## src/rtl/key_input_regs.sv

```systemverilog
// key_input_regs: synchronised, debounced pushbuttons exposed as level / W1C event / press-counter registers.
// Define KEY_RELEASE_EVT_EN to also latch release events into reg0x7401[8+NK-1:8].
module key_input_regs #(
    parameter int AW        = 15,
    parameter int DW        = 16,
    parameter int NK        = 4,
    parameter int DB_CYCLES = 500000
) (
    input  logic          clk50m,
    input  logic          rst_n,
    input  logic [NK-1:0] keys_n,
    input  logic [AW-1:0] addr,
    input  logic          we,
    input  logic [DW-1:0] data_in,
    output logic [DW-1:0] reg0x7400,
    output logic [DW-1:0] reg0x7401,
    output logic [DW-1:0] reg0x7402
);
    localparam int CW = $clog2(DB_CYCLES + 1);
    logic [NK-1:0] sync1, sync2, level, pressed_s, accept, press_evt;
    logic [CW-1:0] cnt [NK];
    logic [DW-1:0] evt, n_press;
    logic          wr_flags, wr_count;
    assign pressed_s = ~sync2;
    assign wr_flags  = we && addr == AW'(16'h7401);
    assign wr_count  = we && addr == AW'(16'h7402);
    assign reg0x7400 = DW'(level);
`ifdef KEY_RELEASE_EVT_EN
    logic [NK-1:0] release_evt;
    assign release_evt = accept & ~pressed_s;
`endif
    // Events strobe on the acceptance cycle so flags, counter and level all update on the same edge.
    always_comb begin
        accept    = '0;
        press_evt = '0;
        n_press   = '0;
        evt       = '0;
        for (int k = 0; k < NK; k++) begin
            accept[k]    = pressed_s[k] != level[k] && cnt[k] == CW'(DB_CYCLES - 1);
            press_evt[k] = accept[k] & pressed_s[k];
            n_press      = n_press + DW'(press_evt[k]);
        end
        evt[NK-1:0] = press_evt;
`ifdef KEY_RELEASE_EVT_EN
        evt[8+NK-1:8] = release_evt;
`endif
    end
    always_ff @(posedge clk50m or negedge rst_n) begin
        if (!rst_n) begin
            sync1     <= '1;
            sync2     <= '1;
            level     <= '0;
            reg0x7401 <= '0;
            reg0x7402 <= '0;
            for (int k = 0; k < NK; k++) cnt[k] <= '0;
        end else begin
            sync1 <= keys_n;
            sync2 <= sync1;
            for (int k = 0; k < NK; k++) begin
                if (pressed_s[k] == level[k]) cnt[k] <= '0;
                else if (accept[k]) begin
                    level[k] <= pressed_s[k];
                    cnt[k]   <= '0;
                end else cnt[k] <= cnt[k] + 1'b1;
            end
            reg0x7401 <= (reg0x7401 & ~(wr_flags ? data_in : '0)) | evt;
            reg0x7402 <= (wr_count ? data_in : reg0x7402) + n_press;
        end
    end
endmodule
```

## config.mk

```make
export PLATFORM = sky130hd
export DESIGN_NAME = key_input_regs
export DESIGN_NICKNAME = d
export VERILOG_FILES = /design/src/rtl/key_input_regs.sv
export SDC_FILE = /design/constraint.sdc
export NUM_CORES = 1
export LEC_CHECK = 0
export BUFFER_PORTS_ARGS = -buffer_cell sky130_fd_sc_hd__buf_2
export CORE_MARGIN = 2
export CORE_UTILIZATION = 40
export CTS_BUF_LIST = sky130_fd_sc_hd__clkbuf_16
export DETAILED_ROUTE_END_ITERATION = 8
export PLACE_DENSITY_LB_ADDON = 0.25
export SLEW_MARGIN = 40
export SYNTH_ARGS = -nofsm -noshare
export SYNTH_HDL_FRONTEND = slang
export SYNTH_SLANG_ARGS = --single-unit
```

## constraint.sdc

```tcl
create_clock -name clk50m -period 3.1 [get_ports clk50m]
set_input_delay 0.155 -clock clk50m [delete_from_list [all_inputs] [get_ports clk50m]]
set_output_delay 0.155 -clock clk50m [all_outputs]
set_load 0.03 [all_outputs]
```

==> results of run 1 <==
metal layers:
metal	global-route usage, %	vias to the layer above	share of wire, %
li1	-	2329	-
met1	22.57	2295	46
met2	29.32	111	49
met3	5.098	16	4.1
met4	6.076	0	1.3
met5	0	-	0
flip-flops by register name, summed over array words and instances, names as in the netlist:
register / cells
level: 4
sync2: 4
reg0x7402: 16
cnt: 76
sync1: 4
reg0x7401: 16
stage by stage:
step                      std cells  area [sq um]
final                           961          7785
after global routing            961          7785
after CTS                       954          7636
after detailed placement        910          6969
after global placement          910          6969
after floorplan                 609          6017
cell families (layout without fill, tap and decap cells):
logic type	after synthesis	after routing	synth area share, %
AND/OR/NAND/NOR	290	290	23.94
buffers and inverters	39	207	3.917
other	1	12	0.06278
adder cells (fa/ha/maj)	8	8	2.053
AO/OA/AOI/OAI	35	35	4.001
XOR/XNOR	97	97	14.22
multiplexers	8	8	1.362
flip-flops	120	120	50.44
path summary, 6_finish.rpt:
kind / endpoint / slack [ns] / depth (start not counted)
min in group asynchronous: cnt[63] / 0.30 / 2
max in group asynchronous: sync2[0] / 1.92 / 3
worst max register to register: reg0x7402[14] / -0.21 / 13
worst min-delay path: reg0x7401[11] / 0.02 / 2
worst max-delay path: reg0x7402[14] / -0.21 / 13
worst min register to register: sync2[2] / 0.35 / 0
power groups by stage:
stage               logic [mW]  clock network, mW  registers, mW
floorplan               0.0861                  0           1.63
global placement         0.168                  0           1.63
detailed placement       0.173                  0           1.63
CTS                      0.187               1.66           1.60
global route             0.208               1.75           1.60
finish                   0.184               1.62           1.60
layout by cell type, fill, tap and decap left out, types with 10 or more instances in the layout:
| cell | netlist | final |
|---|---|---|
| dfrtp_1 | 112 | 112 |
| nor2_1 | 112 | 109 |
| buf_4 | 14 | 77 |
| buf_2 | 3 | 72 |
| xnor2_1 | 53 | 52 |
| nand2_1 | 47 | 44 |
| xor2_1 | 44 | 43 |
| nand3_1 | 38 | 37 |
| inv_1 | 14 | 18 |
| nand4_1 | 17 | 17 |
| clkbuf_16 | 0 | 17 |
| and3_1 | 15 | 15 |
| a21boi_0 | 12 | 12 |
| conb_1 | 1 | 12 |
| dlygate4sd3_1 | 0 | 12 |
| nor3_1 | 14 | 10 |
final cells by class:
| class | count | area [sq um] | share of cell area, % |
|---|---|---|---|
| Sequential cell | 120 | 3013 | 38.70 |
| Tap cell | 184 | 230.2 | 2.957 |
| Timing Repair Buffer | 164 | 1101 | 14.14 |
| Clock buffer | 17 | 425.4 | 5.464 |
| Multi-Input combinational cell | 450 | 2912 | 37.40 |
| Inverter | 14 | 52.55 | 0.6750 |
| Clock inverter | 12 | 51.30 | 0.6590 |
critical path: stages (launching register included):
cell,delay (ns)
dfrtp_1,0.37
nand3_2,0.10
or4b_4,0.51
nor3_4,0.14
nand2_2,0.10
fa_1,0.51
fa_2,0.42
inv_2,0.07
fa_2,0.20
nand4_1,0.10
or3_4,0.38
nor2_4,0.12
xnor2_1,0.11
mux2i_1,0.09
repair_timing:
action	CTS	global route
endpoints found under the hold margin	57	0
buffers inserted	4	8
pin swaps	4	18
endpoints found under the setup margin	6	13
hold buffers	12	0
gates resized for setup	11	22
==> results.cfg, run 1 <==
[outcome]
status = finished with violations
violations = setup timing

[route]
viasPerCell = 4.944
via_count = 4751
routed_wl_um = 13680
drtPass1Iterations = 5
avgRoutedWirePerCell_um = 14.24
drcViolationCount = 0
drt-initial-drc-count = 268
drtAntennaViolNets = 0

[pwr]
ir_worst_vdd_uv = 359.4
seqPwrFrac_pct = 47.0
power_frac_clock_pct = 47.6
p_sw_share_pct = 22.83
internal_power_mw = 2.633
p_per_area_nw_per_um2 = 438.3
power.total_mw = 3.412
p_switching_uw = 779.1
cellLeakagePower_nw = 3.599
combPwrFrac_pct = 5.4

[grt]
grt_pass1_wl_um = 22750
grt_pass1_vias = 4823
grt_usage_pct = 17.80
grt_max_degree = 49
globalRouteOverflowTotal = 0
antenna_found_initial = 0

[clock_tree]
cts_made_buffers = 17
cts_tree = built
clockRootBuffer = clkbuf_16
clkTransAtPathRegs_ns = 0.05
cts_max_level = 4
clkLatencyLatePin_ns = 0.41
clock_path_buffers = 2
cts.sinks = 120

[placed_design]
hpwl_um = 9667
pre_cts_ws_ns = -0.2354
port_buffers = 73
gp_congestion = 0.8048

[yosys]
syn_area_sq_um = 5973
yosysWarnings = 0
netlist_top_cells_count = 112 x dfrtp_1, 112 x nor2_1, 53 x xnor2_1
yosysTopAreaCellShare_pct = 46.92
post-synth-top-area-cell = dfrtp_1
ys_ff_latch = 120
yosysUniqueCellTypes = 45
syn-instance-count = 598
syn_area_per_cell_sq_um = 9.989
synthArstFlopShare_pct = 100.0
ys_seq_area_share_pct = 50.44
ys.flop_type = dfrtp_1
yosys-top-cells-area = dfrtp_1 47%, xnor2_1 7.8%, nor2_1 7.0%, xor2_1 6.5%, dfstp_2 3.5%
synth_edf_count = 0

[worst_setup_path]
path_class = reg -> reg
critPathLaunch = cnt[55]
end_kind = flip-flop
arrival_ns = 3.60
required_ns = 3.39
worst-path-max-fanout = 2
r2r-start = cnt[55]
start_kind = flip-flop

[floorplanning]
die_w_um = 126.2
dieArea_sq_um = 15930
top_level_ports = 86
die_y_um = 126.2
initial_core_util_pct = 40.94
core_sq_um = 14590
fp-row-count = 44

[sta]
rsz0062_at_grt = true
min_period_over_period_pct = 106.8
worst_pin_slew_ns = 0.8141
min_period_ns = 3.311
setup_violations = 7
worst_slack_ns = -0.2115
whs_ns = 0.02137
fmax_mhz = 302.0
finalSetupTns_ns = -0.6802
slew_headroom_pct = 45.22
maxSlewViolCount = 0
finClkSkew_ns = 0.005728
final-hold-violation-count = 0

[final_layout]
fillCellCount = 1273
antenna-diode-count = 0
area_growth_pct = 30.33
drive_above_1_share_pct = 28.31
nets = 813
post-route-util_pct = 53.36

[worst_hold_path]
hp-class = in -> reg
hold_start = data_in[11]

[run]
cap_violations = 0
No activity file was read; power rests on OpenSTA's default activity.
==> inputs of run 2 (changes only) <==
CORE_ASPECT_RATIO = 1.5   (was default)
SLEW_MARGIN = default   (was 40)
==> run 2 against run 1 <==
Effect of this change: total power grew 11%; sequential share of layout area is essentially flat; critical path depth is the same; routed wire length is 2.3% lower; clock skew rose by 0.0057 ns; critical path type unchanged; sequential cell count unchanged; largest cell class unchanged; register-to-register slack improved by 0.11 ns; the run still ends with setup timing left; sequential power hardly changed; fmax increased by 3.4%; highest routed layer unchanged.
==> results.cfg, run 2 (synthesis results as in run 1) <==
[worst_setup_path]
cp_slowest_stage_delay_ns = 0.53
arrival_ns = 3.50
worst-path-max-fanout = 2
required_ns = 3.40
cp_common_cell = fa_2
end_kind = flip-flop
slowest_stage = or4b_4
start_kind = flip-flop
reg2reg_slack_ns = -0.10
path_class = reg -> reg
path_cells = nand3_2, or4b_4, nor3_2, nand2_1, fa_1, fa_2, inv_2, fa_2, nand4_1, or3_4, nor2_2, xnor2_1, mux2i_1

[sta]
setup_violations = 3
worst_slack_ns = -0.1023
rsz0062_at_grt = true
min_period_over_period_pct = 103.3
finClkSkew_ns = 0.01145
min_period_ns = 3.202
worst_pin_slew_ns = 0.8124
final-hold-violation-count = 0
fmax_mhz = 312.3
slew_headroom_pct = 45.34
maxSlewViolCount = 0

[floorplanning]
initial_core_util_pct = 40.93
die_w_um = 103.8
dieArea_sq_um = 15950
fp-row-count = 54
top_level_ports = 86
core_sq_um = 14590
die_y_um = 153.7

[clock_tree]
cts.sinks = 120
clkTransAtPathRegs_ns = 0.06
clkLatencyLatePin_ns = 0.42
cts_made_buffers = 17
clockRootBuffer = clkbuf_16
cts_max_level = 4
clock_path_buffers = 2
cts_tree = built

[placed_design]
placed_area_sq_um = 6962
gp_congestion = 0.8607
placed_cells = 919
hpwl_um = 9445
pre_cts_ws_ns = -0.2552
port_buffers = 73

[final_layout]
top_register = cnt
fillCellCount = 1325
fin_area_sq_um = 7787
layout.cells.most_common_list = 112 x dfrtp_1, 111 x nor2_1, 73 x buf_4
nets = 806
final_common_cell = dfrtp_1
antenna-diode-count = 0
final_cells = 969
drive_above_1_share_pct = 26.78
post-route-util_pct = 53.36
top_regs = cnt (76), reg0x7401 (16), reg0x7402 (16)
area_growth_pct = 30.37
largest_register_ffs = 76

[grt]
globalRouteOverflowTotal = 0
busiest_layer = met2
grt_max_degree = 91
grtUsageMet1_pct = 19.18
grt_usage_pct = 17.55
grt_pass1_wl_um = 22620
met3_usage_pct = 4.027
grt_pass1_vias = 4915
met2_usage_pct = 32.04
antenna_found_initial = 0

[route]
viasPerCell = 4.954
routed_wl_um = 13370
via_count = 4800
drt-initial-drc-count = 199
avgRoutedWirePerCell_um = 13.79
drtPass1Iterations = 5
drcViolationCount = 0
drtAntennaViolNets = 0

[pwr]
ir_worst_vdd_uv = 398.5
p_per_area_nw_per_um2 = 486.7
cellLeakagePower_nw = 3.562

[outcome]
violations = setup timing
status = finished with violations

[worst_hold_path]
hp-class = in -> reg

[run]
cap_violations = 0
-- run 2: final cells by class --
class,instances,area [sq um],area share [%]
Timing Repair Buffer,157,1039,13.34
Inverter,14,52.55,0.6748
Tap cell,196,245.2,3.149
Multi-Input combinational cell,450,2840,36.47
Clock buffer,17,425.4,5.463
Sequential cell,120,3013,38.69
Clock inverter,15,172.7,2.217
-- run 2: path summary, 6_finish.rpt --
path,startpoint,end,cells after the start
setup / recovery,cnt[55],reg0x7402[14],13
hold reg to reg,sync1[2],sync2[2],0
min in group asynchronous,rst_n,cnt[31],2
max in group asynchronous,rst_n,sync2[1],3
hold / removal,data_in[11],reg0x7401[11],2
setup reg to reg,cnt[55],reg0x7402[14],13
-- run 2: repair_timing --
| item | in CTS | in global routing |
|---|---|---|
| endpoints found under the setup margin | 5 | 12 |
| hold endpoints to repair | 39 | 0 |
| hold buffers | 11 | 0 |
| pin swaps | 2 | 2 |
| gates resized for setup | 11 | 4 |
| setup buffers | 6 | 1 |
-- run 2: through the flow --
stage	TNS [ns]	hold WS [ns]	total power, mW
global route	-1.363	0.03286	3.927
CTS	-0.3907	0.01997	3.830
global placement	-0.2730	0.1131	1.792
floorplan	-0.04616	-0.1406	1.717
detailed placement	-0.5129	0.1228	1.798
finish	-0.2679	0.02885	3.790
-- run 2: worst max-delay path, delay by kind of cell (launching register included) --
family                     cells  cell delay [ns]
and+or+nand+nor                7             1.44
buffers and inverters          1             0.06
DFF                            1             0.37
muxes                          1             0.09
xor gates and xnor gates       1             0.12
adders and majority gates      3             1.01
-- run 2: report_power, final --
part / leakage [nW] / internal, mW / switching [mW]
sequential: 1.61 / 1.59 / 0.0122
combinational: 1.64 / 0.0647 / 0.113
clock: 0.312 / 1.32 / 0.690
total: 3.56 / 2.98 / 0.815
-- run 2: per-layer routing --
layer | share of wire [%] | vias up | wire [um]
met5 | 0 | - | 0
met2 | 53 | 101 | 7116
met1 | 40 | 2356 | 5411
met3 | 3.6 | 25 | 482
met4 | 2.7 | 0 | 355
li1 | - | 2318 | -
==> inputs of run 3 (changes only) <==
CORE_UTILIZATION = 45   (was 40)
==> run 3 against run 2 <==
Effect of this change: sequential share of layout area up 0.33 points; critical endpoint unchanged; register-to-register slack worse by 0.06 ns; first-iteration DRC count down 31%; the flow still finishes with violations (setup timing); critical path type unchanged.
==> results.cfg, run 3 (synthesis results as in run 1) <==
[clock_tree]
cts.sinks = 120
clock_path_buffers = 2
cts_tree = built
cts_made_buffers = 17
clkTransAtPathRegs_ns = 0.05
clkLatencyLatePin_ns = 0.42
clockRootBuffer = clkbuf_16
cts_max_level = 4

[run]
cap_violations = 0

[final_layout]
post-route-util_pct = 59.61
top_regs = cnt (76), reg0x7401 (16), reg0x7402 (16)
final_common_cell = dfrtp_1
layout.cells.most_common_list = 112 x dfrtp_1, 111 x nor2_1, 72 x buf_2
fillCellCount = 1093
largest_register_ffs = 76
top_register = cnt
antenna-diode-count = 0
nets = 801
area_growth_pct = 29.26
drive_above_1_share_pct = 26.43

[outcome]
violations = setup timing
status = finished with violations

[worst_hold_path]
hp-class = in -> reg

[route]
via_count = 4766
routed_wl_um = 13190
avgRoutedWirePerCell_um = 14.22
drtPass1Iterations = 4
drtAntennaViolNets = 0
drt-initial-drc-count = 137
viasPerCell = 5.141
drcViolationCount = 0

[placed_design]
port_buffers = 73
pre_cts_ws_ns = -0.2916
gp_congestion = 0.8292
hpwl_um = 9381

[sta]
setup_violations = 3
min_period_over_period_pct = 105.3
rsz0062_at_grt = true
slew_headroom_pct = 43.92
final-hold-violation-count = 0
finClkSkew_ns = 0.01137
maxSlewViolCount = 0
worst_slack_ns = -0.1653
min_period_ns = 3.265
fmax_mhz = 306.3
worst_pin_slew_ns = 0.8336

[floorplanning]
die_y_um = 145.1
core_sq_um = 12950
top_level_ports = 86
dieArea_sq_um = 14230
initial_core_util_pct = 46.11
fp-row-count = 51
die_w_um = 98.07

[worst_setup_path]
arrival_ns = 3.55
worst-path-max-fanout = 2
end_kind = flip-flop
required_ns = 3.39
start_kind = flip-flop
path_class = reg -> reg
reg2reg_slack_ns = -0.17

[grt]
grt_usage_pct = 19.56
grt_pass1_vias = 5017
antenna_found_initial = 0
grt_pass1_wl_um = 22780
grt_max_degree = 70
globalRouteOverflowTotal = 0

[pwr]
power.total_mw = 3.770
cellLeakagePower_nw = 3.525
p_per_area_nw_per_um2 = 488.3
ir_worst_vdd_uv = 375.7
==> run 3: stage by stage <==
step / hold WS [ns] / setup TNS, ns / cells / cell area (sq um)
floorplan: -0.1406 / -0.04616 / 609 / 6017
global placement: 0.2375 / -0.2689 / 879 / 6888
detailed placement: 0.2395 / -0.6614 / 879 / 6888
CTS: 0.006332 / -0.3738 / 926 / 7656
global route: 0.01820 / -0.9071 / 927 / 7721
finish: 0.01672 / -0.3061 / 927 / 7721
==> run 3: final timing paths <==
check | from | to | depth (start not counted)
setup / recovery | cnt[16] | reg0x7402[14] | 13
hold / removal | data_in[9] | reg0x7401[9] | 2
setup reg to reg | cnt[16] | reg0x7402[14] | 13
hold reg to reg | sync1[0] | sync2[0] | 0
max in group asynchronous | rst_n | sync2[1] | 3
min in group asynchronous | rst_n | cnt[57] | 2
==> run 3: critical path, stage by stage (launching register included) <==
cell and delay [ns]:
dfrtp_1 0.36, nand3_2 0.09, or4b_4 0.50, nor3_2 0.14
nand2_2 0.10, fa_1 0.50, fa_2 0.36, inv_2 0.06
fa_2 0.19, nand4_1 0.12, or3_4 0.39, nor2_4 0.10
xnor2_1 0.12, mux2i_1 0.09
==> run 3: report_power, final <==
group / switching (mW) / internal, mW
combinational: 0.112 / 0.0651
sequential: 0.0123 / 1.59
clock: 0.674 / 1.32
==> run 3: what timing repair did <==
item                                    in CTS  in global routing
hold buffers                                11                  0
hold endpoints to repair                    57                  0
gates resized for setup                      9                 11
pin swaps                                    3                  6
buffers inserted                             5                  1
endpoints found under the setup margin       7                 12
==> run 3: final cells by class <==
cell class,count,area [sq um],share of cell area (%)
sequential,120,3013,39.02
clock buffer,17,425.4,5.510
inverter,14,52.55,0.6806
timing repair buffer,152,1001,12.96
clock inverter,15,170.2,2.204
multi-input combinational,450,2860,37.04
tap,159,198.9,2.577
==> run 3: routing by layer <==
layer | GRT usage, % | vias to the layer above | routed length, um | part of all wire (%)
li1 | - | 2305 | - | -
met1 | 21.67 | 2327 | 5245 | 40
met2 | 34.76 | 105 | 7151 | 54
met3 | 4.672 | 29 | 484 | 3.7
met4 | 9.236 | 0 | 305 | 2.3
met5 | 0 | - | 0 | 0
